===== src/rtl/sparse_match_pe.sv =====
// Sparse activation x weight matching PE: walks compressed IA/weight lists and accumulates per-filter dot products.
// Optional macro PE_RELU_EN clamps negative results to zero when they are loaded into o_out_feature.
module sparse_match_pe #(
    parameter int unsigned DATA_W   = 8,
    parameter int unsigned IDX_W    = 8,
    parameter int unsigned IA_DEPTH = 16,
    parameter int unsigned W_DEPTH  = 16,
    parameter int unsigned NUM_K    = 4,
    parameter int unsigned ACC_W    = 24,
    localparam int unsigned KW      = (NUM_K > 1) ? $clog2(NUM_K) : 1,
    localparam int unsigned IA_LW   = $clog2(IA_DEPTH) + 1,
    localparam int unsigned W_LW    = $clog2(W_DEPTH) + 1
) (
    input  logic                        i_clk,
    input  logic                        i_rst_n,
    input  logic                        i_start,
    input  logic [IA_DEPTH*DATA_W-1:0]  i_ia_data,
    input  logic [IA_DEPTH*IDX_W-1:0]   i_ia_c_idx,
    input  logic [IA_LW-1:0]            i_ia_len,
    input  logic [W_DEPTH*DATA_W-1:0]   i_w_data,
    input  logic [W_DEPTH*IDX_W-1:0]    i_w_c_idx,
    input  logic [W_DEPTH*KW-1:0]       i_w_k_idx,
    input  logic [W_LW-1:0]             i_w_len,
    output logic                        o_busy,
    output logic                        o_finish,
    output logic [NUM_K*ACC_W-1:0]      o_out_feature
);
    localparam int unsigned IA_AW = $clog2(IA_DEPTH);
    localparam int unsigned W_AW  = $clog2(W_DEPTH);
    localparam int unsigned PW    = 2 * DATA_W;
    localparam int unsigned SW    = ((ACC_W > PW) ? ACC_W : PW) + 1;
    localparam logic signed [SW-1:0] ACC_MAX = SW'({1'b0, {(ACC_W-1){1'b1}}});
    localparam logic signed [SW-1:0] ACC_MIN = ~ACC_MAX;

    typedef enum logic [1:0] {S_IDLE, S_RUN, S_DONE} state_t;

    state_t                       state_q, state_d;
    logic [IA_DEPTH*DATA_W-1:0]   ia_data_q, ia_data_d;
    logic [IA_DEPTH*IDX_W-1:0]    ia_c_q, ia_c_d;
    logic [IA_LW-1:0]             ia_len_q, ia_len_d;
    logic [W_DEPTH*DATA_W-1:0]    w_data_q, w_data_d;
    logic [W_DEPTH*IDX_W-1:0]     w_c_q, w_c_d;
    logic [W_DEPTH*KW-1:0]        w_k_q, w_k_d;
    logic [W_LW-1:0]              w_len_q, w_len_d;
    logic [IA_LW-1:0]             i_q, i_d;
    logic [W_LW-1:0]              j_q, j_d;
    logic [NUM_K*ACC_W-1:0]       acc_q, acc_d;
    logic                         busy_q, busy_d;
    logic                         finish_q, finish_d;
    logic [NUM_K*ACC_W-1:0]       out_q, out_d;

    logic signed [DATA_W-1:0]     ia_v_c, w_v_c;
    logic [IDX_W-1:0]             ia_ci_c, w_ci_c;
    logic [KW-1:0]                wk_c, wk_nxt_c;
    logic [W_LW-1:0]              j_inc_c;
    logic                         k_ok_c, k_change_c;
    logic signed [PW-1:0]         prod_c;
    logic signed [ACC_W-1:0]      acc_cur_c, acc_sat_c;
    logic signed [SW-1:0]         sum_c;
    logic                         adv_i_c, adv_j_c, acc_en_c;

    // Current entries under the two pointers; out-of-range pointers are never consumed.
    assign ia_v_c    = ia_data_q[32'(i_q[IA_AW-1:0]) * DATA_W +: DATA_W];
    assign ia_ci_c   = ia_c_q[32'(i_q[IA_AW-1:0]) * IDX_W +: IDX_W];
    assign w_v_c     = w_data_q[32'(j_q[W_AW-1:0]) * DATA_W +: DATA_W];
    assign w_ci_c    = w_c_q[32'(j_q[W_AW-1:0]) * IDX_W +: IDX_W];
    assign wk_c      = w_k_q[32'(j_q[W_AW-1:0]) * KW +: KW];
    assign j_inc_c   = j_q + W_LW'(1);
    assign wk_nxt_c  = w_k_q[32'(j_inc_c[W_AW-1:0]) * KW +: KW];
    assign k_change_c = (j_inc_c < w_len_q) && (wk_nxt_c != wk_c);

    if (NUM_K == (1 << KW)) begin : g_k_full
        assign k_ok_c = 1'b1;
    end else begin : g_k_part
        assign k_ok_c = (32'(wk_c) < NUM_K);
    end

    // Saturating multiply-accumulate into the selected filter.
    assign prod_c    = PW'(ia_v_c) * PW'(w_v_c);
    assign acc_cur_c = acc_q[32'(wk_c) * ACC_W +: ACC_W];
    assign sum_c     = SW'(acc_cur_c) + SW'(prod_c);
    assign acc_sat_c = (sum_c > ACC_MAX) ? ACC_W'(ACC_MAX) :
                       (sum_c < ACC_MIN) ? ACC_W'(ACC_MIN) : ACC_W'(sum_c);

    always_comb begin
        state_d   = state_q;
        ia_data_d = ia_data_q;
        ia_c_d    = ia_c_q;
        ia_len_d  = ia_len_q;
        w_data_d  = w_data_q;
        w_c_d     = w_c_q;
        w_k_d     = w_k_q;
        w_len_d   = w_len_q;
        i_d       = i_q;
        j_d       = j_q;
        acc_d     = acc_q;
        busy_d    = busy_q;
        finish_d  = 1'b0;
        out_d     = out_q;
        adv_i_c   = 1'b0;
        adv_j_c   = 1'b0;
        acc_en_c  = 1'b0;

        case (state_q)
            S_IDLE: begin
                if (i_start) begin
                    ia_data_d = i_ia_data;
                    ia_c_d    = i_ia_c_idx;
                    ia_len_d  = (i_ia_len > IA_LW'(IA_DEPTH)) ? IA_LW'(IA_DEPTH) : i_ia_len;
                    w_data_d  = i_w_data;
                    w_c_d     = i_w_c_idx;
                    w_k_d     = i_w_k_idx;
                    w_len_d   = (i_w_len > W_LW'(W_DEPTH)) ? W_LW'(W_DEPTH) : i_w_len;
                    i_d       = '0;
                    j_d       = '0;
                    acc_d     = '0;
                    busy_d    = 1'b1;
                    state_d   = S_RUN;
                end
            end
            S_RUN: begin
                if (j_q >= w_len_q) begin
                    state_d  = S_DONE;
                    finish_d = 1'b1;
                    for (int unsigned k = 0; k < NUM_K; k++) begin
`ifdef PE_RELU_EN
                        out_d[k*ACC_W +: ACC_W] = acc_q[k*ACC_W + ACC_W - 1] ? '0 : acc_q[k*ACC_W +: ACC_W];
`else
                        out_d[k*ACC_W +: ACC_W] = acc_q[k*ACC_W +: ACC_W];
`endif
                    end
                end else begin
                    if (i_q >= ia_len_q) begin
                        adv_j_c = 1'b1;
                    end else if (ia_ci_c == w_ci_c) begin
                        adv_i_c  = k_ok_c;
                        adv_j_c  = 1'b1;
                        acc_en_c = k_ok_c;
                    end else if (ia_ci_c < w_ci_c) begin
                        adv_i_c = 1'b1;
                    end else begin
                        adv_j_c = 1'b1;
                    end
                    if (adv_i_c) i_d = i_q + IA_LW'(1);
                    // Entering a new filter group restarts the IA walk.
                    if (adv_j_c) begin
                        j_d = j_inc_c;
                        if (k_change_c) i_d = '0;
                    end
                    if (acc_en_c) acc_d[32'(wk_c) * ACC_W +: ACC_W] = acc_sat_c;
                end
            end
            S_DONE: begin
                state_d = S_IDLE;
                busy_d  = 1'b0;
            end
            default: state_d = S_IDLE;
        endcase
    end

    always_ff @(posedge i_clk) begin
        if (!i_rst_n) begin
            state_q   <= S_IDLE;
            ia_data_q <= '0;
            ia_c_q    <= '0;
            ia_len_q  <= '0;
            w_data_q  <= '0;
            w_c_q     <= '0;
            w_k_q     <= '0;
            w_len_q   <= '0;
            i_q       <= '0;
            j_q       <= '0;
            acc_q     <= '0;
            busy_q    <= 1'b0;
            finish_q  <= 1'b0;
            out_q     <= '0;
        end else begin
            state_q   <= state_d;
            ia_data_q <= ia_data_d;
            ia_c_q    <= ia_c_d;
            ia_len_q  <= ia_len_d;
            w_data_q  <= w_data_d;
            w_c_q     <= w_c_d;
            w_k_q     <= w_k_d;
            w_len_q   <= w_len_d;
            i_q       <= i_d;
            j_q       <= j_d;
            acc_q     <= acc_d;
            busy_q    <= busy_d;
            finish_q  <= finish_d;
            out_q     <= out_d;
        end
    end

    assign o_busy        = busy_q;
    assign o_finish      = finish_q;
    assign o_out_feature = out_q;
endmodule

===== config.mk =====
export PLATFORM = sky130hd
export DESIGN_NAME = sparse_match_pe
export DESIGN_NICKNAME = d
export VERILOG_FILES = /design/src/rtl/sparse_match_pe.sv
export SDC_FILE = /design/constraint.sdc
export NUM_CORES = 2
export LEC_CHECK = 0
export ABC_CLOCK_PERIOD_IN_PS = 10900
export BUFFER_PORTS_ARGS = -buffer_cell sky130_fd_sc_hd__buf_4
export CORE_ASPECT_RATIO = 1.25
export CORE_UTILIZATION = 39
export CTS_CLUSTER_DIAMETER = 30
export DETAILED_ROUTE_END_ITERATION = 16
export PLACE_DENSITY = 0.71
export SLEW_MARGIN = 10
export SYNTH_ARGS = -nofsm -noshare
export SYNTH_HDL_FRONTEND = slang
export SYNTH_SLANG_ARGS = --single-unit

===== constraint.sdc =====
create_clock -name i_clk -period 10.9 [get_ports i_clk]
set_clock_uncertainty 0.1 [all_clocks]
set_input_delay 3.27 -clock i_clk [delete_from_list [all_inputs] [get_ports i_clk]]
set_output_delay 3.27 -clock i_clk [all_outputs]
set_load 0.03 [all_outputs]

-- Yosys cells after proc, flatten, opt, wreduce, memory -nomap -nowiden
Cells that the tools add are included.
- logic and storage cells: 96
- ROM bits: 0
- input bits: 557
- memories kept: 0
- memory bits (writable): 0
- register bits after elaboration: 760
- bits in latches: 0
- order comparisons: 8
- multiplexer cells: 38
- shift operators: 9
- bitwise logic cells: 0
- reductions and logical operators: 12
- equality and inequality tests: 9
- multipliers: 2
- div/mod/pow operators: 0
- add/sub/neg operators: 4
- operators with widths (cell ; number):
    $shiftx 128x8->8 ; 4
    $mux 96 ; 3
    $pmux 96 s2 ; 1
    $bwmux 96 ; 1
    $shift 24x34->96 const A ; 1
    $shiftx 24x34->96 ; 1
    $shiftx 96x8->24 ; 1
    $shiftx 32x6->2 ; 2
    $mux 24 ; 2
    $mux 5 ; 9
    $neg 7->34 ; 1
    $add 24x16->25 ; 1
    $gt 25x24->1 const B ; 1
    $lt 25x24->1 const B ; 1
    $pmux 5 s2 ; 2
    $mul 8x8->16 ; 1
    $mux 1 ; 16
    $add 5x1->5 const B ; 2
    $ge 5x5->1 ; 2
    $gt 5x5->1 const B ; 2
    $ne 2x2->1 const B ; 5
    $reduce_and 2->1 ; 5
    $eq 8x8->1 ; 1
    $lt 8x8->1 ; 1
    other kinds (13) ; 16

-- Longest topological paths before layout
- depth in word-level cells: 12
- depth in mapped cells: 29

-- Worst setup path after synthesis
Ideal clock, no wire load.
- kind: register -> register
- start: register j_q[0]
- end: register acc_q[46]
- required time: 10.721 ns
- setup slack: 2.724 ns
- library setup time: 0.079 ns
- cell stages (with the launch flop): 24
- arrival: 7.997 ns
- cells stage by stage: dfxtp_1 buf_2 buf_1 buf_2 buf_2 mux4_2 mux4_2 nand2_1 fa_1 inv_1 fa_1 fa_1 fa_1 ha_1 ha_1 and3_1 a221oi_2 o21a_2 o211ai_2 o211ai_2 nand3_1 a21o_1 or4_1 o211ai_1
- longest elaborated chain between the ends: 12
- elaborated cells between the ends (all ways): 27
- RTL lines (element ; line ; source):
    from (decl) ; 46 ; logic [W_LW-1:0] j_q, j_d;
    from (signal assigned) ; 187 ; j_q <= j_d;
    $shiftx 32x6->2 ; 67 ; assign wk_c = w_k_q[32'(j_q[W_AW-1:0]) * KW +: KW];
    $mul 2x2->4 ; 80, 150 ;
    $shiftx 96x8->24 ; 80 ; assign acc_cur_c = acc_q[32'(wk_c) * ACC_W +: ACC_W];
    $add 24x16->25 ; 81 ; assign sum_c = SW'(acc_cur_c) + SW'(prod_c);
    $lt 25x24->1 ; 83 ; (sum_c < ACC_MIN) ? ACC_W'(ACC_MIN) : ACC_W'(sum_c);
    $mux 24 ; 83 ;
    $mux 24 ; 82 ; assign acc_sat_c = (sum_c > ACC_MAX) ? ACC_W'(ACC_MAX) :
    $shiftx 24x34->96 ; 150 ; if (acc_en_c) acc_d[32'(wk_c) * ACC_W +: ACC_W] = acc_sat_c;
    $bwmux 96 ; 150 ;
    $mux 96 ; 150 ;
    $mux 96 ; 122 ; if (j_q >= w_len_q) begin
    $pmux 96 s2 ; 104 ; case (state_q)
    to (signal assigned) ; 173 ; acc_q <= '0;
    to (signal assigned) ; 188 ; acc_q <= acc_d;
    to (decl) ; 47 ; logic [NUM_K*ACC_W-1:0] acc_q, acc_d;
Parallel ways exist; a longest one is shown, timed or not. The select of a mux whose other input is x is not followed.
A chain may end at the register's enable or synchronous reset.

-- Worst setup path in the final report
- start: register j_q[1]
- end: register acc_q[7]
The elaborated chain is that of the path after synthesis.

==> flow_summary_export.csv <==
group,metric,value,unit
setup_path,path_class,"reg2reg",
drt,antenna_left,0,
die,die-width,278,um
status,outcome,"complete, no violations",
cts,ctsResizeCount,0,
logic_synthesis,ys_async_sr_fraction,0,
drt,post-route-drc-count,0,
die,core,94400,um2
sta,fin_crit_sh,0.850,
sta,tns,0,ns
grt,grt_first_pass_wirelength,209000,um
sta,worst_slew_pin_slew,1.31,ns
cts,clockBufferDepth,3,
logic_synthesis,synthFlopType,"dfxtp_1",
cells_and_area,stdcell_count,6199,
setup_path,slowest_stage,"mux4_4",
logic_synthesis,syn_inst,4305,
logic_synthesis,syn-num-nets,5057,
die,dieHeight,347,um
sta,slew_headroom,0.122,
grt,grt_pass1_vias,33700,
sta,slew_violations,0,
sta,hold_viol_final,0,
sta,rsz0062_at_grt,"no",
power_and_ir_drop,p_per_area,186,nW/um2
drt,vias_per_cell,5.49,
die,dieArea,96500,um2
drt,first_iter_violations,3128,
worst_hold_path,hold_class,"reg2reg",
cts,clk_latency,0.75,ns
cells_and_area,areaGrowthSynthToFinish,29.2,%
logic_synthesis,yosys-top-cells-area,"dfxtp_1 41%, nand2_1 15%, mux4_2 11%",
place,port_buffers,654,
logic_synthesis,ys_types,75,
logic_synthesis,seq_area_frac_synth,0.410,
place,dp.cells,5920,
drt,post_drt_wl_per_cell,22.8,um
power_and_ir_drop,totalPowerFinal,8920,uW
die,row_count,126,
setup_path,endpoint_kind,"register",
die,start_util,0.393,
cts,clkSinkCount,760,
cells_and_area,fillers,8815,
setup_path,slowest_delay,1.04,ns
logic_synthesis,yosys.area.top_type_share,0.410,
logic_synthesis,yosysMostFrequentCell,"nand2_1",
power_and_ir_drop,p_leak,0.0195,uW
drt,routed-via-count,34000,
cts,cts_hold_buffers,0,
cts,cts_buffers,143,
setup_path,crit_buf_inv,1,
sta,min_period,9.27,ns
logic_synthesis,ys_ff_latch,760,
logic_synthesis,avgSynthCellArea,8.63,um2
cts,cts_tree,"built",
setup_path,worstPathRequired,11.38,ns
drt,wl,141000,um
place,place_hpwl,104000,um
place,gp_congestion,1.01,
logic_synthesis,syn_area,37100,um2
setup_path,crit_chain,"mux4_2, mux4_4, mux2i_1, nor2_1, a21oi_1, fa_1, fa_1, fa_1, inv_1, fa_1, ha_1, ha_1, a21oi_1, a21oi_1, or2_2, a311o_1, a21oi_2, a21oi_1, a22oi_1, o21ai_0",
logic_synthesis,synth_top_area_cell,"dfxtp_1",
job,max_cap_viol_count,0,
cells_and_area,drive_gt1_frac,0.238,
sta,setup_viol,0,
logic_synthesis,ys_warn_count,0,
cts,cts.clk_slew.worst_paths,0.04,ns
cts,htree_levels,4,
die,io_pins,655,
grt,antenna_found_initial,23,
logic_synthesis,synth_edf_count,0,
power_and_ir_drop,max-vdd-ir-drop,163,uV
sta,fmax,0.108,GHz
setup_path,reg2reg_slack,1.63,ns
cts,cts_setup_buffers,0,
cells_and_area,nets,5601,
grt,gr-usage-all-layers,0.287,
cells_and_area,final_util,0.508,
grt,grt_max_degree,238,
cts,root_buffer,"clkbuf_16",
logic_synthesis,synth_commonest_cells,"1448 x nand2_1, 760 x dfxtp_1, 737 x a21oi_1",
setup_path,path_max_fanout,53,
drt,drt-pass1-iter-count,6,
setup_path,cp_data_arrival_time,9.74,ns
setup_path,critPathLaunchType,"register",
setup_path,critPathTopFamily,"adder cells",
grt,gr-total-overflow,0,
[cell families (layout without fill, tap and decap cells)]
logic type                 count (synthesis)  after routing  synth area share
AOI/OAI and AO/OA                        977            977             0.145
xor gates and xnor gates                  31             31           0.00731
adders and majority gates                207            207            0.0910
buffers and inverters                    414           1075            0.0430
DFF                                      760            760             0.410
muxes                                    243            243             0.126
other                                      0             17                 0
and+or+nand+nor                         1673           1673             0.178
[worst register-to-register path, cell delays in order (launching register included)]
cell and delay (ns):
dfxtp_4 0.87, mux4_2 0.61, mux4_4 1.04, mux2i_1 0.94
nor2_1 0.08, a21oi_1 0.21, fa_1 0.47, fa_1 0.49
fa_1 0.50, inv_1 0.06, fa_1 0.44, ha_1 0.29
ha_1 0.41, a21oi_1 0.25, a21oi_1 0.09, or2_2 0.33
a311o_1 0.46, a21oi_2 0.67, a21oi_1 0.28, a22oi_1 0.42
o21ai_0 0.16
[placed cells by master (no fill, tap or decap), drive strengths merged, types with 46 or more instances in the layout]
cell and instances:
mux4 176, nand2 1449, and2 46, ha 87, fa 108, clkbuf 186
dfxtp 760, inv 130, o21ai 80, a21oi 738, buf 695, nor2 84
[metrics by stage]
step                worst slack [ns]  hold slack, ns  area, um2
floorplan                       2.72           0.328      37100
global placement                1.93           0.338      42900
detailed placement              1.78           0.345      42900
CTS                             1.77           0.351      47900
global route                    1.46           0.364      48000
finish                          1.63           0.350      48000
[routing by layer]
layer / routed length [um] / vias up / share of wire / global-route usage
met4: 8170 / 12 / 0.058 / 0.168
li1: - / 15800 / - / -
met2: 69200 / 1537 / 0.49 / 0.481
met3: 10800 / 377 / 0.077 / 0.0651
met1: 53000 / 16300 / 0.37 / 0.334
met5: 68 / - / 0.00048 / 0
[layout make-up]
cell class | instances | area, um2 | share of cell area
diodes | 17 | 42.5 | 0.000886
clock buffers | 186 | 4000 | 0.0833
flip-flops and latches | 760 | 15200 | 0.317
clock inverters | 76 | 1090 | 0.0228
multi-input cells | 3131 | 20400 | 0.425
inverters | 118 | 450 | 0.00939
repair buffers | 695 | 5270 | 0.110
well taps | 1216 | 1520 | 0.0317
[power breakdown]
group          switching [uW]  internal [uW]  leakage [uW]
sequential               94.9           2930       0.00621
clock                    1610           3000       0.00247
combinational             812            481        0.0108
total                    2510           6410        0.0195
[registers in the layout (all words and copies together) (netlist names)]
register       flops
acc_q             96
j_q                5
o_out_feature     96
o_busy             1
ia_c_q           128
i_q                5
o_finish           1
w_c_q            128
state_q            2
w_data_q         128
w_len_q            5
w_k_q             32
ia_len_q           5
ia_data_q        128
[final timing paths]
path                                                from                  endpoint  cells past startpoint
worst max-delay path                 j_q[1]$_SDFFE_PN0P_     acc_q[7]$_SDFFE_PN0P_                     20
worst min-delay path            ia_len_q[1]$_SDFFE_PN0P_  ia_len_q[1]$_SDFFE_PN0P_                      2
worst max register to register       j_q[1]$_SDFFE_PN0P_     acc_q[7]$_SDFFE_PN0P_                     20
worst min register to register  ia_len_q[1]$_SDFFE_PN0P_  ia_len_q[1]$_SDFFE_PN0P_                      2
No activity file was read; power rests on OpenSTA's default activity.
